`src/rtl/sipo_framer.sv`:
```
// sipo_framer: serial-in/parallel-out deserialiser with word framing, a held output word and a valid/ready handshake
module sipo_framer #(
    parameter int WIDTH     = 16,
    parameter bit MSB_FIRST = 0
) (
    input  logic                     clk,
    input  logic                     rnot,
    input  logic                     clear,
    input  logic                     enable,
    input  logic                     in,
    output logic [WIDTH-1:0]         out,
    output logic                     out_valid,
    input  logic                     out_ready,
    output logic [WIDTH-1:0]         shift,
    output logic [$clog2(WIDTH)-1:0] bit_count,
    output logic                     overflow
);
    logic [WIDTH-1:0]         sr, sr_next;
    logic [$clog2(WIDTH)-1:0] cnt, cnt_next;
    logic                     done;

    assign shift     = sr;
    assign bit_count = cnt;

    // next shift value and word-completion detection for this edge
    always_comb begin
        sr_next  = MSB_FIRST ? {sr[WIDTH-2:0], in} : {in, sr[WIDTH-1:1]};
        done     = enable && (cnt == ($clog2(WIDTH))'(WIDTH - 1));
        cnt_next = done ? '0 : cnt + 1'b1;
    end

    // shift/count, load the holding register or flag a dropped word, and run the handshake
    always_ff @(posedge clk or negedge rnot) begin
        if (!rnot) begin
            sr        <= '0;
            cnt       <= '0;
            out       <= '0;
            out_valid <= 1'b0;
            overflow  <= 1'b0;
        end else if (clear) begin
            sr        <= '0;
            cnt       <= '0;
            out       <= '0;
            out_valid <= 1'b0;
            overflow  <= 1'b0;
        end else begin
            if (enable) begin
                sr  <= sr_next;
                cnt <= cnt_next;
            end
            if (done && (!out_valid || out_ready)) begin
                out       <= sr_next;
                out_valid <= 1'b1;
            end else if (done) begin
                overflow <= 1'b1;
            end else if (out_valid && out_ready) begin
                out_valid <= 1'b0;
            end
        end
    end
endmodule

```
`config.mk`:
```
export PLATFORM = sky130hd
export DESIGN_NAME = sipo_framer
export DESIGN_NICKNAME = d
export VERILOG_FILES = /design/src/rtl/sipo_framer.sv
export SDC_FILE = /design/constraint.sdc
export NUM_CORES = 1
export LEC_CHECK = 0
export ABC_AREA = 1
export CAP_MARGIN = 20
export CORE_ASPECT_RATIO = 0.7
export CORE_UTILIZATION = 30
export CTS_BUF_LIST = sky130_fd_sc_hd__clkbuf_16
export DETAILED_ROUTE_END_ITERATION = 6
export PLACE_DENSITY = 0.52
export SLEW_MARGIN = 10
export SYNTH_ARGS = -nofsm -noshare
export SYNTH_HDL_FRONTEND = slang
export SYNTH_SLANG_ARGS = --single-unit
```
`constraint.sdc`:
```
create_clock -name clk -period 1.4 [get_ports clk]
set_input_delay 0.28 -clock clk [delete_from_list [all_inputs] [get_ports clk]]
set_output_delay 0.28 -clock clk [all_outputs]
set_load 0.02 [all_outputs]
```
==> results of run 1 <==
==> metal layers <==
layer | track usage | up-vias | wire (µm)
li1 | - | 689 | -
met1 | 0.228 | 664 | 2020
met2 | 0.255 | 31 | 1870
met3 | 0.0406 | 8 | 184
met4 | 0.0595 | 0 | 57
met5 | 0 | - | 0
==> final timing paths <==
check                        startpoint           end  slack, ps
max                        bit_count[0]  bit_count[0]         70
min                            shift[0]      shift[0]        460
max reg2reg                bit_count[0]       out[13]        100
min reg2reg                    shift[0]      shift[0]        460
max in group asynchronous          rnot     shift[12]        420
min in group asynchronous          rnot        out[3]        470
==> stage by stage <==
step	power [mW]	utilization	setup slack, ps	area [µm²]
finish	2.72	0.483	72.9	2400
detailed placement	1.30	0.452	-159	2240
global placement	1.30	0.452	-118	2240
floorplan	1.20	-	38.2	1610
CTS	2.74	0.482	66.6	2400
global route	2.81	0.483	17.7	2400
==> synthesized netlist by cell type <==
cell / n / area, µm²
a21oi_1: 2 / 10.0
a21oi_2: 1 / 8.76
buf_2: 5 / 25.0
buf_4: 2 / 15.0
buf_6: 1 / 11.3
clkbuf_1: 2 / 7.51
dfrtp_1: 38 / 951
ha_1: 1 / 12.5
inv_1: 17 / 63.8
nand2_1: 36 / 135
nand2_2: 1 / 6.26
nand2_4: 2 / 22.5
nand3_1: 23 / 115
nand4_1: 17 / 106
nor2_1: 2 / 7.51
nor2_4: 1 / 11.3
nor2_8: 1 / 20.0
o21ai_0: 4 / 20.0
o22ai_1: 10 / 62.6
==> layout make-up <==
type                    count  area (µm²)
fillers                   475        2570
flip-flops and latches     38         953
repair buffers             66         566
multi-input cells         101         541
clock buffers               5         125
well taps                  69        86.3
clock inverters             3        63.8
inverters                  17        63.8
==> power by group <==
| group | switching [mW] | internal, mW | total (mW) |
|---|---|---|---|
| combinational | 0.0927 | 0.0612 | 0.154 |
| clock | 0.430 | 1.01 | 1.44 |
| sequential | 0.0107 | 1.11 | 1.12 |
==> cell families after synthesis <==
logic type / after synthesis
adders and majority gates: 1
AOI/OAI and AO/OA: 17
buffers and inverters: 27
DFF: 38
and+or+nand+nor: 83
==> what timing repair did <==
item | CTS | global route
hold buffers | 1 | 0
resized for setup | 38 | 1
hold endpoints to repair | 16 | 0
endpoints found under the setup margin | 38 | 4
==> state kept, by name (all words and copies together) (netlist names) <==
register and count:
bit_count 4, out 16, out_valid 1, shift 16, overflow 1
==> results.ini, run 1 <==
[status]
status = complete, no violations

[worst_setup_path]
path_cells = dlygate4sd2_1
reg2reg_depth = 6
crit_fanout = 6
cp.depth = 1
criticalPathCategory = reg2out
worstPathRequired_ps = 1120
slowest_delay_ps = 440
crit_arrival_ps = 1050
cp_num_buf_inv = 1
cp_top_family = flip-flops
endpoint_kind = output port
slowest_stage = dfrtp_2
critPathLaunchType = register

[floorplan]
die_h_um = 63.3
coreArea_um2 = 4970
fp.dieW_um = 89.6
die_area_um2 = 5670
rows = 21
boundaryPins = 44
initial_core_util = 0.325

[run]
cap_viol_max_count = 0

[cells_and_area]
final_cell_mix = dlygate4sd2_1, nand2_1, dfrtp_1
diodes = 0
fin_nets = 236
final_cells = 299
drive_gt1_frac = 0.170
final_common_cell = dlygate4sd2_1
areaGrowthSynthToFinish_pct = 48.8

[synthesis]
yosys_register_bits = 38
syn_inst = 166
synth_mux_area_frac = 0
synth-compound-area-share = 0.0629
ys_seq_area_frac = 0.590
yosysWarningCount = 0
postSynthNetCount = 173
ys_types = 19
synth_top_family_by_area = simple AND/OR/NAND/NOR gates
synthAdderAreaFrac = 0.00776
synth.avg_cell_area_um2 = 9.71
synthXorXnorAreaFrac = 0
syn_area_um2 = 1610
synthSimpleGateAreaFrac = 0.263

[detailed_routing]
drc = 0
first_pass_iters = 4
routed_via_density = 4.66
vias = 1392
wire_per_inst_um = 13.8
antenna_left = 0
routed_wl_um = 4140
drt_iter0_drc = 27

[global_route]
overflow = 0
grt_pass1_vias = 1416
grt_antenna_before_repair = 0
track_usage = 0.167
grt_pass1_wl_um = 7040
grt_start_max_net_pins = 22

[clock_tree]
root_buffer = clkbuf_16
cts_buffer_depth = 2
postCtsSetupBuffers = 0
clkSlewWorstSetupHoldPaths_ps = 60
h-tree-depth = 2
cts_tree = yes
cts_made_buffers = 5
clock_latency_ps = 280
cts_sinks = 38

[timing]
tns_ps = 0
worst_slew_pin_slew_ps = 419
hold_viol = 0
fin_crit_ps = 1330
fmax_ghz = 0.754
slew_headroom = 0.721
rsz0062_at_grt = false
slew_viol_final = 0
hold_ws_ps = 462
finalCritPeriodShare = 0.948
skew_ps = 3.94
setup_viol = 0

[hold_path]
hp-class = reg2reg
hold_depth = 2

[power_and_ir_drop]
irDropWorstVdd_uv = 518
power.density_nw_per_um2 = 1130
p_leak_nw = 1.36

[placement]
place.gp.congestion = 0.800
io_buffers = 43
place_hpwl_um = 3130
dpl.cell_count = 290

Power figures use the tool's default switching activity.
==> run 2: changes to the inputs <==
GPL_TIMING_DRIVEN = 0   (was default)
SKIP_LAST_GASP = 1   (was default)
==> run 2 against run 1 <==
Compared with the run above:
- cell area down 3.3%
- combinational power is essentially flat
- clock power shrank 27%
- via count grew 1.1%
- largest cell class unchanged
- largest power group is now registers
- non-clock buffer count down 4
- count of clock-buffer cells in the layout did not move
- global-route usage is 0.14 points lower
- critical endpoint is now bit_count[3]
- register-to-register slack about the same
- critical path depth did not move
- worst hold slack worse by 120 ps
- critical path type unchanged
- maximum frequency decreased by 0.89%
==> results.ini, run 2 (synthesized netlist as in run 1, its figures left out) <==
[status]
status = complete, no violations

[worst_setup_path]
r2r_slack_ps = 100
worst_r2r_endpoint = bit_count[0]
cp_num_buf_inv = 1
cp_top_family = flip-flops
slowest_delay_ps = 450
path_cells = clkdlybuf4s15_1
criticalPathCategory = reg2out
crit_arrival_ps = 1060
r2r_start = bit_count[0]
reg2reg_depth = 7
worstPathRequired_ps = 1120
crit_fanout = 5
critPathLaunchType = register
endpoint_kind = output port
slowest_stage = dfrtp_1

[detailed_routing]
drt_iter0_drc = 48
drc = 0
top_layer_used = met4
wire_per_inst_um = 13.9
wl_met2_um = 1850
wl_met1_um = 1970
antenna_left = 0
vias = 1407
routed-wl-met3_um = 216
first_pass_iters = 4
routed_wl_um = 4100
routed_via_density = 4.77

[timing]
fmax_ghz = 0.747
skew_ps = 5.25
finalCritPeriodShare = 0.957
slew_viol_final = 0
slew_headroom = 0.840
fin_crit_ps = 1340
rsz0062_at_grt = false
worst_slew_pin_slew_ps = 239
tns_ps = 0
setup_viol = 0
hold_viol = 0

[power_and_ir_drop]
p_sw_frac = 0.220
p_seq_frac = 0.483
report.power.total_mw = 2.31
irDropWorstVdd_uv = 507
switchingPower_mw = 0.510
combPwrFrac = 0.065
p_leak_nw = 1.31
cellInternalPower_mw = 1.81
power.density_nw_per_um2 = 998
p_clk_frac = 0.452

[clock_tree]
clock_latency_ps = 280
cts_tree = yes
h-tree-depth = 2
cts_buffer_depth = 2
clkSlewWorstSetupHoldPaths_ps = 50
cts_made_buffers = 5
cts_sinks = 38
root_buffer = clkbuf_16

[global_route]
grt_pass1_vias = 1316
grt_pass1_wl_um = 6830
track_usage = 0.165
grt_antenna_before_repair = 0
grt_start_max_net_pins = 35
overflow = 0

[floorplan]
die_area_um2 = 5670
fp.dieW_um = 89.6
rows = 21
initial_core_util = 0.325
die_h_um = 63.3
coreArea_um2 = 4970
boundaryPins = 44

[cells_and_area]
fin_util = 0.467
final_cell_mix = dlygate4sd2_1, dfrtp_1, nand2_1
fillers = 488
drive_gt1_frac = 0.155
areaGrowthSynthToFinish_pct = 43.9
diodes = 0
fin_nets = 232
final_common_cell = dlygate4sd2_1

[hold_path]
hold_depth = 3
hold_path_startpoint = enable
hp-class = in2reg
holdPathEnd = shift[4]

[placement]
place.gp.congestion = 0.766
io_buffers = 42
place_hpwl_um = 2970

[run]
cap_viol_max_count = 0

-- run 2: cell count changes in the layout (fill, tap and decap cells not counted), sizes merged --
cell	change
clkbuf	+3
clkinv	+2
dlygate4sd2	-1
clkdlybuf4s50	-1
bufinv	-2
clkdlybuf4s15	+1
buf	-6
-- run 2: final cells by class --
cell class / instances / area (µm²) / share of cell area
clock inverter: 3 / 11.3 / 0.00486
clock buffer: 5 / 125 / 0.0540
sequential: 38 / 953 / 0.411
buffer: 10 / 63.8 / 0.0275
multi-input combinational: 101 / 543 / 0.234
timing repair buffer: 52 / 472 / 0.203
inverter: 17 / 63.8 / 0.0275
tap: 69 / 86.3 / 0.0372
-- run 2: metal layers --
| metal | vias up | GRT usage |
|---|---|---|
| met5 | - | 0 |
| met4 | 0 | 0.0714 |
| met3 | 7 | 0.0433 |
| met2 | 39 | 0.241 |
| met1 | 670 | 0.230 |
| li1 | 691 | - |
-- run 2: metrics by stage --
step | std cells | hold slack, ps | area, µm² | setup WS, ps
after detailed placement | 278 | 118 | 2140 | -272
after CTS | 289 | 336 | 2250 | 11.7
after global placement | 277 | 456 | 2120 | -972
after global routing | 295 | 345 | 2320 | 1.50
after floorplan | 166 | -15.6 | 1610 | 38.2
final | 295 | 338 | 2320 | 60.9
-- run 2: repair_timing --
item | 4_1_cts | 5_1_grt
setup buffers | 2 | 6
hold buffers | 1 | 0
endpoints found under the setup margin | 47 | 23
pin swaps | 1 | 2
hold endpoints to repair | 4 | 0
gates resized for setup | 38 | 8
-- run 2: power groups by stage --
| stage | sequential, mW | clock [mW] | combinational (mW) |
|---|---|---|---|
| final | 1.12 | 1.05 | 0.151 |
| after CTS | 1.12 | 1.07 | 0.136 |
| after floorplan | 1.15 | 0 | 0.0521 |
| after global routing | 1.12 | 1.14 | 0.166 |
| after global placement | 1.14 | 0 | 0.132 |
| after detailed placement | 1.14 | 0 | 0.140 |
-- run 2: how the worst max path moves through the flow --
stage / end / cells after the start / start
after floorplan: out[0] / 7 / bit_count[0]
after global placement: bit_count[1] / 1 / rnot
after detailed placement: out[5] / 5 / clear
after CTS: overflow / 5 / clear
after global routing: bit_count[0] / 7 / bit_count[0]
final: bit_count[3] / 1 / bit_count[3]
==> run 3: changes to the inputs <==
clock period = 1.22 ns   (was 1.4 ns; I/O delays follow)
==> run 3 against run 2 <==
Compared with the run above:
- the run now ends with negative setup slack left
- worst hold slack got worse by 30 ps
- utilization increased by 1.3 points
- routed wire length increased by 7.8%
- clock power increased by 18%
- critical path type unchanged
==> results.ini, run 3 (synthesized netlist as in run 1, its figures left out) <==
[floorplan]
boundaryPins = 44
die_area_um2 = 5670
fp.dieW_um = 89.6
die_h_um = 63.3
rows = 21
coreArea_um2 = 4970
initial_core_util = 0.325

[detailed_routing]
routed_wl_um = 4420
first_pass_iters = 4
wire_per_inst_um = 14.9
drt_iter0_drc = 88
routed_via_density = 4.76
antenna_left = 0
drc = 0
vias = 1410

[placement]
place.gp.congestion = 0.840
post_dp_cell_area_um2 = 2150
place_hpwl_um = 2990
io_buffers = 42

[worst_setup_path]
worstPathRequired_ps = 980
path_cells = buf_4 > buf_4
slowest_delay_ps = 420
crit_fanout = 5
criticalPathCategory = reg2out
critPathLaunchType = register
crit_arrival_ps = 1010
crit_top_cell = buf_4
endpoint_kind = output port
slowest_stage = dfrtp_2

[timing]
finalCritPeriodShare = 1.03
worst_slew_pin_slew_ps = 310
fmax_ghz = 0.798
skew_ps = 6.61
rsz0062_at_grt = true
hold_viol = 0
slew_headroom = 0.793
setup_viol = 4
layout_setup_ws_ps = -32.7
fin_crit_ps = 1250
slew_viol_final = 0

[power_and_ir_drop]
switchingPower_mw = 0.621
p_clk_frac = 0.458
p_seq_frac = 0.476
irDropWorstVdd_uv = 565
p_leak_nw = 1.22
combPwrFrac = 0.066
report.power.total_mw = 2.70
p_sw_frac = 0.230
power.density_nw_per_um2 = 1130
cellInternalPower_mw = 2.08

[status]
failed_checks = negative setup slack
status = complete, but fails checks

[global_route]
overflow = 0
grt_pass1_wl_um = 7210
grt_start_max_net_pins = 31
grt_pass1_vias = 1413
grt_antenna_before_repair = 0
track_usage = 0.170

[clock_tree]
h-tree-depth = 2
root_buffer = clkbuf_16
cts_tree = yes
cts_sinks = 38
cts_buffer_depth = 2
clkSlewWorstSetupHoldPaths_ps = 60
cts_made_buffers = 5
clock_latency_ps = 280

[cells_and_area]
diodes = 0
fin_nets = 233
final_area_um2 = 2380
fin_util = 0.479
areaGrowthSynthToFinish_pct = 47.7
drive_gt1_frac = 0.405
final_common_cell = dfrtp_1
final_cell_mix = dfrtp_1, nand2_1, clkbuf_2

[hold_path]
hp-class = in2reg

[run]
cap_viol_max_count = 0

[run 3: cell count changes in the layout (fill, tap and decap cells not counted), moves of 16 or more]
cell,previous run,this run
clkbuf_2,2,28
nand3_1,23,7
nand3_2,0,16
dlygate4sd2_1,37,1
[run 3: area by class of cell]
type                    count  area (µm²)
clock buffers               5         125
multi-input cells         101         662
inverters                  17        63.8
fillers                   463        2580
well taps                  69        86.3
clock inverters             3        16.3
repair buffers             53         402
plain buffers              10        71.3
flip-flops and latches     38         955
[run 3: per-layer routing]
layer	global-route usage	up-vias	wire [µm]
met4	0.0437	0	32
met1	0.246	678	2180
met2	0.249	43	1950
met5	0	-	0
li1	-	685	-
met3	0.0485	4	253
[run 3: critical path, delay by kind of cell, from the launching register on]
kind	cells	cell delay, ps
buffers and inverters	2	310
DFF	1	420
[run 3: per-stage QoR]
stage	TNS (ps)	instances	hold WS [ps]	setup slack, ps
6_report	-62.1	296	308	-32.7
5_1_grt	-1090	296	315	-67.8
3_5_place_dp	-12150	278	114	-438
2_1_floorplan	-562	166	-51.6	-61.7
3_3_place_gp	-48910	277	461	-1110
4_1_cts	-566	294	305	-140
[run 3: power groups by stage]
stage               combinational (mW)  clock (mW)  sequential [mW]
finish                           0.177        1.24             1.28
global route                     0.195        1.33             1.28
CTS                              0.176        1.26             1.28
detailed placement               0.164           0             1.31
global placement                 0.155           0             1.31
floorplan                       0.0618           0             1.32
[run 3: final timing paths]
| path | from | to | slack, ps | cells after the start |
|---|---|---|---|---|
| setup / recovery | bit_count[0] | bit_count[0] | -30 | 2 |
| hold / removal | enable | shift[0] | 310 | 3 |
| setup reg to reg | bit_count[1] | out[5] | 0 | 7 |
| hold reg to reg | overflow | overflow | 490 | 2 |
| max in group asynchronous | rnot | bit_count[3] | 420 | 3 |
| min in group asynchronous | rnot | out[0] | 360 | 2 |
[run 3: repair_timing]
item                                    4_1_cts  5_1_grt
resized for setup                           104       44
pin swaps                                     8       13
endpoints found under the setup margin       66       51
buffers inserted                              6        2
hold endpoints to repair                      8        0
hold buffers                                  1        0
gates cloned                                  1        0
